===== config.mk =====
export PLATFORM = sky130hd
export DESIGN_NAME = tdes_round_sequencer
export DESIGN_NICKNAME = d
export VERILOG_FILES = /design/src/rtl/tdes_round_sequencer.sv
export SDC_FILE = /design/constraint.sdc
export NUM_CORES = 1
export LEC_CHECK = 0
export BUFFER_PORTS_ARGS = -buffer_cell sky130_fd_sc_hd__buf_2
export CAP_MARGIN = 10
export CORE_ASPECT_RATIO = 0.75
export CORE_MARGIN = 2
export CORE_UTILIZATION = 50
export DETAILED_ROUTE_END_ITERATION = 16
export GPL_TIMING_DRIVEN = 0
export PLACE_DENSITY = 0.78
export SLEW_MARGIN = 20
export SYNTH_ARGS = -nofsm -noshare
export SYNTH_HDL_FRONTEND = slang
export SYNTH_SLANG_ARGS = --single-unit

===== constraint.sdc =====
create_clock -name HCLK -period 1.9 [get_ports HCLK]
set_input_delay 0.095 -clock HCLK [delete_from_list [all_inputs] [get_ports HCLK]]
set_output_delay 0.095 -clock HCLK [all_outputs]
set_load 0.02 [all_outputs]

===== src/rtl/tdes_round_sequencer.sv =====
// Triple-DES round sequencer: walks the iterative DES round core through
// PASSES x ROUNDS Feistel rounds per 64-bit chunk and drives the per-round
// key select, direction and subkey index as registered outputs.
// Optional build macro: TDES_SINGLE_MODE_EN (adds single_des, one-pass DES).
module tdes_round_sequencer #(
  parameter int ROUNDS = 16,
  parameter int PASSES = 3
) (
  input  logic       HCLK,
  input  logic       HRESET,
  input  logic       keys_valid,
  input  logic       enc_dec,
`ifdef TDES_SINGLE_MODE_EN
  input  logic       single_des,
`endif
  input  logic       in_valid,
  output logic       in_ready,
  output logic       out_valid,
  input  logic       out_ready,
  output logic       load_block,
  output logic       round_en,
  output logic [1:0] key_sel,
  output logic       des_decrypt,
  output logic [3:0] subkey_idx,
  output logic       pass_done,
  output logic       busy
);

  localparam int RW = (ROUNDS > 1) ? $clog2(ROUNDS) : 1;
  localparam int PW = (PASSES > 1) ? $clog2(PASSES) : 1;
  localparam logic [RW-1:0] LAST_ROUND = RW'(ROUNDS - 1);
  localparam logic [RW-1:0] PREV_ROUND = RW'(ROUNDS - 2);
  localparam logic [PW-1:0] LAST_PASS  = PW'(PASSES - 1);

  typedef enum logic [1:0] {IDLE, LOAD, ROUND, DONE} state_t;

  state_t        state;
  logic [RW-1:0] roundCnt;
  logic [PW-1:0] passCnt;
  logic          modeQ;
  logic          singleQ;
  logic [PW-1:0] lastPass;

  // EDE for encrypt (K1 enc, K2 dec, K3 enc), reversed DED for decrypt.
  function automatic logic [1:0] passKey(input logic [PW-1:0] p, input logic mode,
                                         input logic single);
    if (single) return 2'd0;
    return mode ? (2'd2 - 2'(p)) : 2'(p);
  endfunction

  // Middle pass runs opposite to the outer passes; single DES follows the mode.
  function automatic logic passDir(input logic [PW-1:0] p, input logic mode,
                                   input logic single);
    if (single) return mode;
    return mode ^ (p == PW'(1));
  endfunction

  // Decrypt walks the key schedule backwards.
  function automatic logic [3:0] subkeyOf(input logic dir, input logic [RW-1:0] r);
    return dir ? 4'(LAST_ROUND - r) : 4'(r);
  endfunction

  // Ready is a direct view of state so keys_valid gates acceptance the same cycle.
  assign in_ready = (state == IDLE) && keys_valid;
  assign lastPass = singleQ ? '0 : LAST_PASS;

`ifndef TDES_SINGLE_MODE_EN
  assign singleQ = 1'b0;
`endif

  // Control FSM: outputs are loaded with the values for the state being entered.
  always_ff @(posedge HCLK) begin
    if (HRESET) begin
      state       <= IDLE;
      roundCnt    <= '0;
      passCnt     <= '0;
      modeQ       <= 1'b0;
`ifdef TDES_SINGLE_MODE_EN
      singleQ     <= 1'b0;
`endif
      out_valid   <= 1'b0;
      load_block  <= 1'b0;
      round_en    <= 1'b0;
      key_sel     <= 2'd0;
      des_decrypt <= 1'b0;
      subkey_idx  <= 4'd0;
      pass_done   <= 1'b0;
      busy        <= 1'b0;
    end else begin
      case (state)
        IDLE: begin
          if (in_valid && in_ready) begin
            modeQ      <= enc_dec;
`ifdef TDES_SINGLE_MODE_EN
            singleQ    <= single_des;
`endif
            load_block <= 1'b1;
            busy       <= 1'b1;
            state      <= LOAD;
          end
        end
        LOAD: begin
          load_block  <= 1'b0;
          roundCnt    <= '0;
          passCnt     <= '0;
          round_en    <= 1'b1;
          key_sel     <= passKey('0, modeQ, singleQ);
          des_decrypt <= passDir('0, modeQ, singleQ);
          subkey_idx  <= subkeyOf(passDir('0, modeQ, singleQ), '0);
          pass_done   <= 1'b0;
          state       <= ROUND;
        end
        ROUND: begin
          if (roundCnt == LAST_ROUND) begin
            roundCnt  <= '0;
            passCnt   <= passCnt + PW'(1);
            pass_done <= 1'b0;
            if (passCnt == lastPass) begin
              round_en    <= 1'b0;
              key_sel     <= 2'd0;
              des_decrypt <= 1'b0;
              subkey_idx  <= 4'd0;
              out_valid   <= 1'b1;
              state       <= DONE;
            end else begin
              key_sel     <= passKey(passCnt + PW'(1), modeQ, singleQ);
              des_decrypt <= passDir(passCnt + PW'(1), modeQ, singleQ);
              subkey_idx  <= subkeyOf(passDir(passCnt + PW'(1), modeQ, singleQ), '0);
            end
          end else begin
            roundCnt   <= roundCnt + RW'(1);
            subkey_idx <= subkeyOf(des_decrypt, roundCnt + RW'(1));
            pass_done  <= (roundCnt == PREV_ROUND);
          end
        end
        DONE: begin
          if (out_ready) begin
            out_valid <= 1'b0;
            busy      <= 1'b0;
            state     <= IDLE;
          end
        end
        default: state <= IDLE;
      endcase
    end
  end

endmodule

==> impl_results.html <==
<table>
<tr><th>Metric</th><th>Value</th></tr>
<tr><th colspan="2">GRT</th></tr>
<tr><td>Total overflow reported by the global router</td><td>0</td></tr>
<tr><td>Number of global-route vias before repair</td><td>899</td></tr>
<tr><td>Number of antenna violations at the first check in global routing</td><td>0</td></tr>
<tr><td>All-layer global routing usage</td><td>20.7%</td></tr>
<tr><td>First-pass GRT wire length</td><td>4130 µm</td></tr>
<tr><td>Pin count of the biggest net entering global routing</td><td>12</td></tr>
<tr><th colspan="2">Finish</th></tr>
<tr><td>Post-layout instance area</td><td>1370 µm²</td></tr>
<tr><td>Growth of design area from synthesis to finish</td><td>14.1%</td></tr>
<tr><td>Final layout net count</td><td>188</td></tr>
<tr><td>Fraction of layout instances using a drive strength above 1</td><td>18.6%</td></tr>
<tr><td>Number of standard cells in the layout, taps in and fillers out</td><td>206</td></tr>
<tr><td>Fill cells</td><td>219</td></tr>
<tr><td>Ant diodes</td><td>0</td></tr>
<tr><th colspan="2">CTS</th></tr>
<tr><td>Clock transition at the registers of the reported paths</td><td>0.12 ns</td></tr>
<tr><td>Insertion delay of the later-clocked pin in the worst-skew pair</td><td>0.32 ns</td></tr>
<tr><td>Clk buf depth</td><td>2</td></tr>
<tr><td>Post-CTS Setup Bufs</td><td>0</td></tr>
<tr><td>H-tree depth</td><td>1</td></tr>
<tr><td>Buffer cell driving the clock tree root</td><td>sky130_fd_sc_hd__clkbuf_4</td></tr>
<tr><td>Total clock buffers created by CTS</td><td>3</td></tr>
<tr><td>Post_cts resized</td><td>0</td></tr>
<tr><td>TritonCTS clock tree</td><td>done</td></tr>
<tr><td>Number of hold buffers added after CTS</td><td>1</td></tr>
<tr><td>Clock sink total</td><td>21</td></tr>
<tr><th colspan="2">Synthesis</th></tr>
<tr><td>Cell taking the most area after synthesis</td><td>sky130_fd_sc_hd__dfxtp_1</td></tr>
<tr><td>EDFF count, synth</td><td>0</td></tr>
<tr><td>Avg Cell Area, Syn</td><td>8.05 µm²</td></tr>
<tr><td>Synthesized netlist net count</td><td>164</td></tr>
<tr><td>Most frequent cell after synthesis</td><td>sky130_fd_sc_hd__dfxtp_1</td></tr>
<tr><td>Fraction of post-synthesis cell area in the top cell type by area</td><td>35.0%</td></tr>
<tr><td>Top_reg_cell synth</td><td>sky130_fd_sc_hd__dfxtp_1</td></tr>
<tr><td>Synthesized netlist cell count</td><td>149</td></tr>
<tr><td>Cell types with the highest counts after synthesis</td><td>sky130_fd_sc_hd__dfxtp_1 (21), sky130_fd_sc_hd__nor2_1 (17), sky130_fd_sc_hd__nand2_1 (16)</td></tr>
<tr><td>Yosys warnings</td><td>0</td></tr>
<tr><td>Synthesized flop and latch total</td><td>21</td></tr>
<tr><td>Area contributors post-synth</td><td>sky130_fd_sc_hd__dfxtp_1 (35%), sky130_fd_sc_hd__ha_1 (9.4%), sky130_fd_sc_hd__a21oi_1 (6.3%)</td></tr>
<tr><td>Number of different library cells in the post-synthesis netlist</td><td>34</td></tr>
<tr><td>Proportion of synthesized chip area in sequential cells</td><td>35.0%</td></tr>
<tr><td>Share of synthesized flip-flops with an asynchronous set or reset</td><td>0%</td></tr>
<tr><td>Total standard cell area after synthesis</td><td>1200 µm²</td></tr>
<tr><th colspan="2">Critical path</th></tr>
<tr><td>Critical path endpoint category</td><td>register</td></tr>
<tr><td>Category of the most critical setup path</td><td>reg2reg</td></tr>
<tr><td>WP data arrival</td><td>1.92 ns</td></tr>
<tr><td>Critical path startpoint category</td><td>register</td></tr>
<tr><td>Maximum fanout along the worst path</td><td>8</td></tr>
<tr><td>CP Data Required Time</td><td>2.11 ns</td></tr>
<tr><th colspan="2">Detailed routing</th></tr>
<tr><td>Via-per-instance ratio</td><td>5.43</td></tr>
<tr><td>Routed WL</td><td>2540 µm</td></tr>
<tr><td>Vias post-DR</td><td>1,118</td></tr>
<tr><td>Number of nets still failing antenna checks after routing</td><td>0</td></tr>
<tr><td>Iteration-0 DRC count of the detailed router</td><td>39</td></tr>
<tr><td>Number of remaining DRC errors</td><td>0</td></tr>
<tr><td>Detailed-routing iteration count for the pre-antenna-repair pass</td><td>5</td></tr>
<tr><td>Wire length per cell</td><td>12.3 µm</td></tr>
<tr><th colspan="2">STA</th></tr>
<tr><td>Fin Setup TNS</td><td>0 ns</td></tr>
<tr><td>Clock skew after layout</td><td>0.00449 ns</td></tr>
<tr><td>RSZ-0062 raised after global routing</td><td>no</td></tr>
<tr><td>Worst Hold Margin</td><td>0.0440 ns</td></tr>
<tr><td>Achievable clock frequency</td><td>585 MHz</td></tr>
<tr><td>Rel. slew slack</td><td>62.7%</td></tr>
<tr><td>Post-route minimum period</td><td>1.71 ns</td></tr>
<tr><td>Pin slew with the least headroom to its limit</td><td>0.560 ns</td></tr>
<tr><td>Final worst-path setup slack</td><td>0.191 ns</td></tr>
<tr><td>Final Cycle Share</td><td>89.9%</td></tr>
<tr><td>Number of setup violations in the final report</td><td>0</td></tr>
<tr><td>Pins over their slew limit</td><td>0</td></tr>
<tr><td>Number of hold violations in the final report</td><td>0</td></tr>
<tr><th colspan="2">Min path</th></tr>
<tr><td>Worst min-delay path category</td><td>in2reg</td></tr>
<tr><th colspan="2">Placed design</th></tr>
<tr><td>Number of placed instances with taps included</td><td>201</td></tr>
<tr><td>Worst Setup Slack post-DPL</td><td>0.215 ns</td></tr>
<tr><td>Cell area reported after detailed placement</td><td>1330 µm²</td></tr>
<tr><td>I/O Buffers</td><td>18</td></tr>
<tr><td>HPWL after detailed placement</td><td>1850 µm</td></tr>
<tr><td>Final weighted congestion of routability-driven global placement</td><td>0.812</td></tr>
<tr><th colspan="2">Floorplan</th></tr>
<tr><td># rows</td><td>15</td></tr>
<tr><td>Initial Util</td><td>52.4%</td></tr>
<tr><td>I/O pin count</td><td>19</td></tr>
<tr><td>Chip height</td><td>46.4 µm</td></tr>
<tr><td>Die boundary width</td><td>60.6 µm</td></tr>
<tr><td>Floorplan die area</td><td>2810 µm²</td></tr>
<tr><td>CORE AREA</td><td>2290 µm²</td></tr>
<tr><th colspan="2">Flow run</th></tr>
<tr><td>Total of max-cap violations</td><td>0</td></tr>
<tr><th colspan="2">Power and ir drop</th></tr>
<tr><td>Worst vdd ir</td><td>546 µV</td></tr>
<tr><td>Pwr per Cell Area</td><td>1280 nW/µm²</td></tr>
<tr><td>Leakage power total</td><td>0.000593 µW</td></tr>
<tr><th colspan="2">Status</th></tr>
<tr><td>Status</td><td>completed</td></tr>
</table>
## registers in the layout, summed over array words and instances, names as in the netlist
signal and flops:
key_sel 2, modeQ 1, subkey_idx 4, round_en 1, des_decrypt 1, busy 1, load_block 1, state 2
pass_done 1, passCnt 2, roundCnt 4, out_valid 1
## critical path, stage by stage, from the launching register on
cell	delay [ns]
sky130_fd_sc_hd__dfxtp_1	0.44
sky130_fd_sc_hd__ha_1	0.18
sky130_fd_sc_hd__buf_4	0.17
sky130_fd_sc_hd__nand4_4	0.13
sky130_fd_sc_hd__a222oi_1	0.39
sky130_fd_sc_hd__mux2i_1	0.24
sky130_fd_sc_hd__nor2_1	0.05
## power by group
group	leakage, µW	internal [µW]	switching (µW)
sequential	0.000171	536	63.8
clock	0.0000150	82.4	144
combinational	0.000407	339	592
## layout by cell type (no fill, tap or decap), drive strengths merged
cell          n
nand3b        3
and3          1
clkbuf        8
nand2        16
xor2          2
o211ai        2
nand2b        1
and2          3
dfxtp        21
a211oi        4
a31oi         2
a21bo         1
a21oi        15
o21ai         6
nand3         7
nor4          2
clkinv        1
xnor2         4
or2           1
a222oi        1
a221oi        1
ha            9
nor3          1
inv          12
dlygate4sd3   1
nand4         2
nor2         17
mux2          1
a311oi        1
nand4b        1
mux2i         2
buf          23
## kinds of logic (layout without fill, tap and decap cells)
family | count (synthesis) | after routing | share of synthesized area (%)
buffers and inverters | 22 | 45 | 8.03
adder cells (fa/ha/maj) | 9 | 9 | 9.38
AO/OA/AOI/OAI | 33 | 33 | 17.2
AND/OR/NAND/NOR | 55 | 55 | 23.4
multiplexers | 3 | 3 | 2.61
flip-flops | 21 | 21 | 35.0
XOR/XNOR | 6 | 6 | 4.38
## metal layers
metal	GRT usage [%]	part of all wire (%)
met3	5.90	3.1
met5	0	0
met2	33.5	47
met1	25.3	48
met4	10.4	2.1
## path summary, 6_finish.rpt
kind                                          startpoint                       end  slack [ns]  cells after the start
worst min-delay path                              HRESET  des_decrypt$_SDFFE_PP0P_        0.04                      4
worst max-delay path            roundCnt[0]$_SDFFE_PP0P_     state[1]$_SDFFE_PP0P_        0.19                      6
worst max register to register  roundCnt[0]$_SDFFE_PP0P_     state[1]$_SDFFE_PP0P_        0.19                      6
worst min register to register    pass_done$_SDFFE_PP0P_    pass_done$_SDFFE_PP0P_        0.47                      2
## per-stage QoR
step	power, µW	util (%)
finish	1760	59.8
global route	1900	59.8
CTS	1760	59.8
detailed placement	1530	58.2
global placement	1500	58.2
floorplan	1300	-
## cell type report
class                           count  area [µm²]  area share [%]
Multi-Input combinational cell    106         683            49.9
Sequential cell                    21         420            30.7
Timing Repair Buffer               19         100            7.31
Inverter                           13        48.8            3.56
Buffer                              9        47.5            3.47
Tap cell                           34        42.5            3.11
Clock buffer                        4        26.3            1.92
No activity file was read; power rests on OpenSTA's default activity.
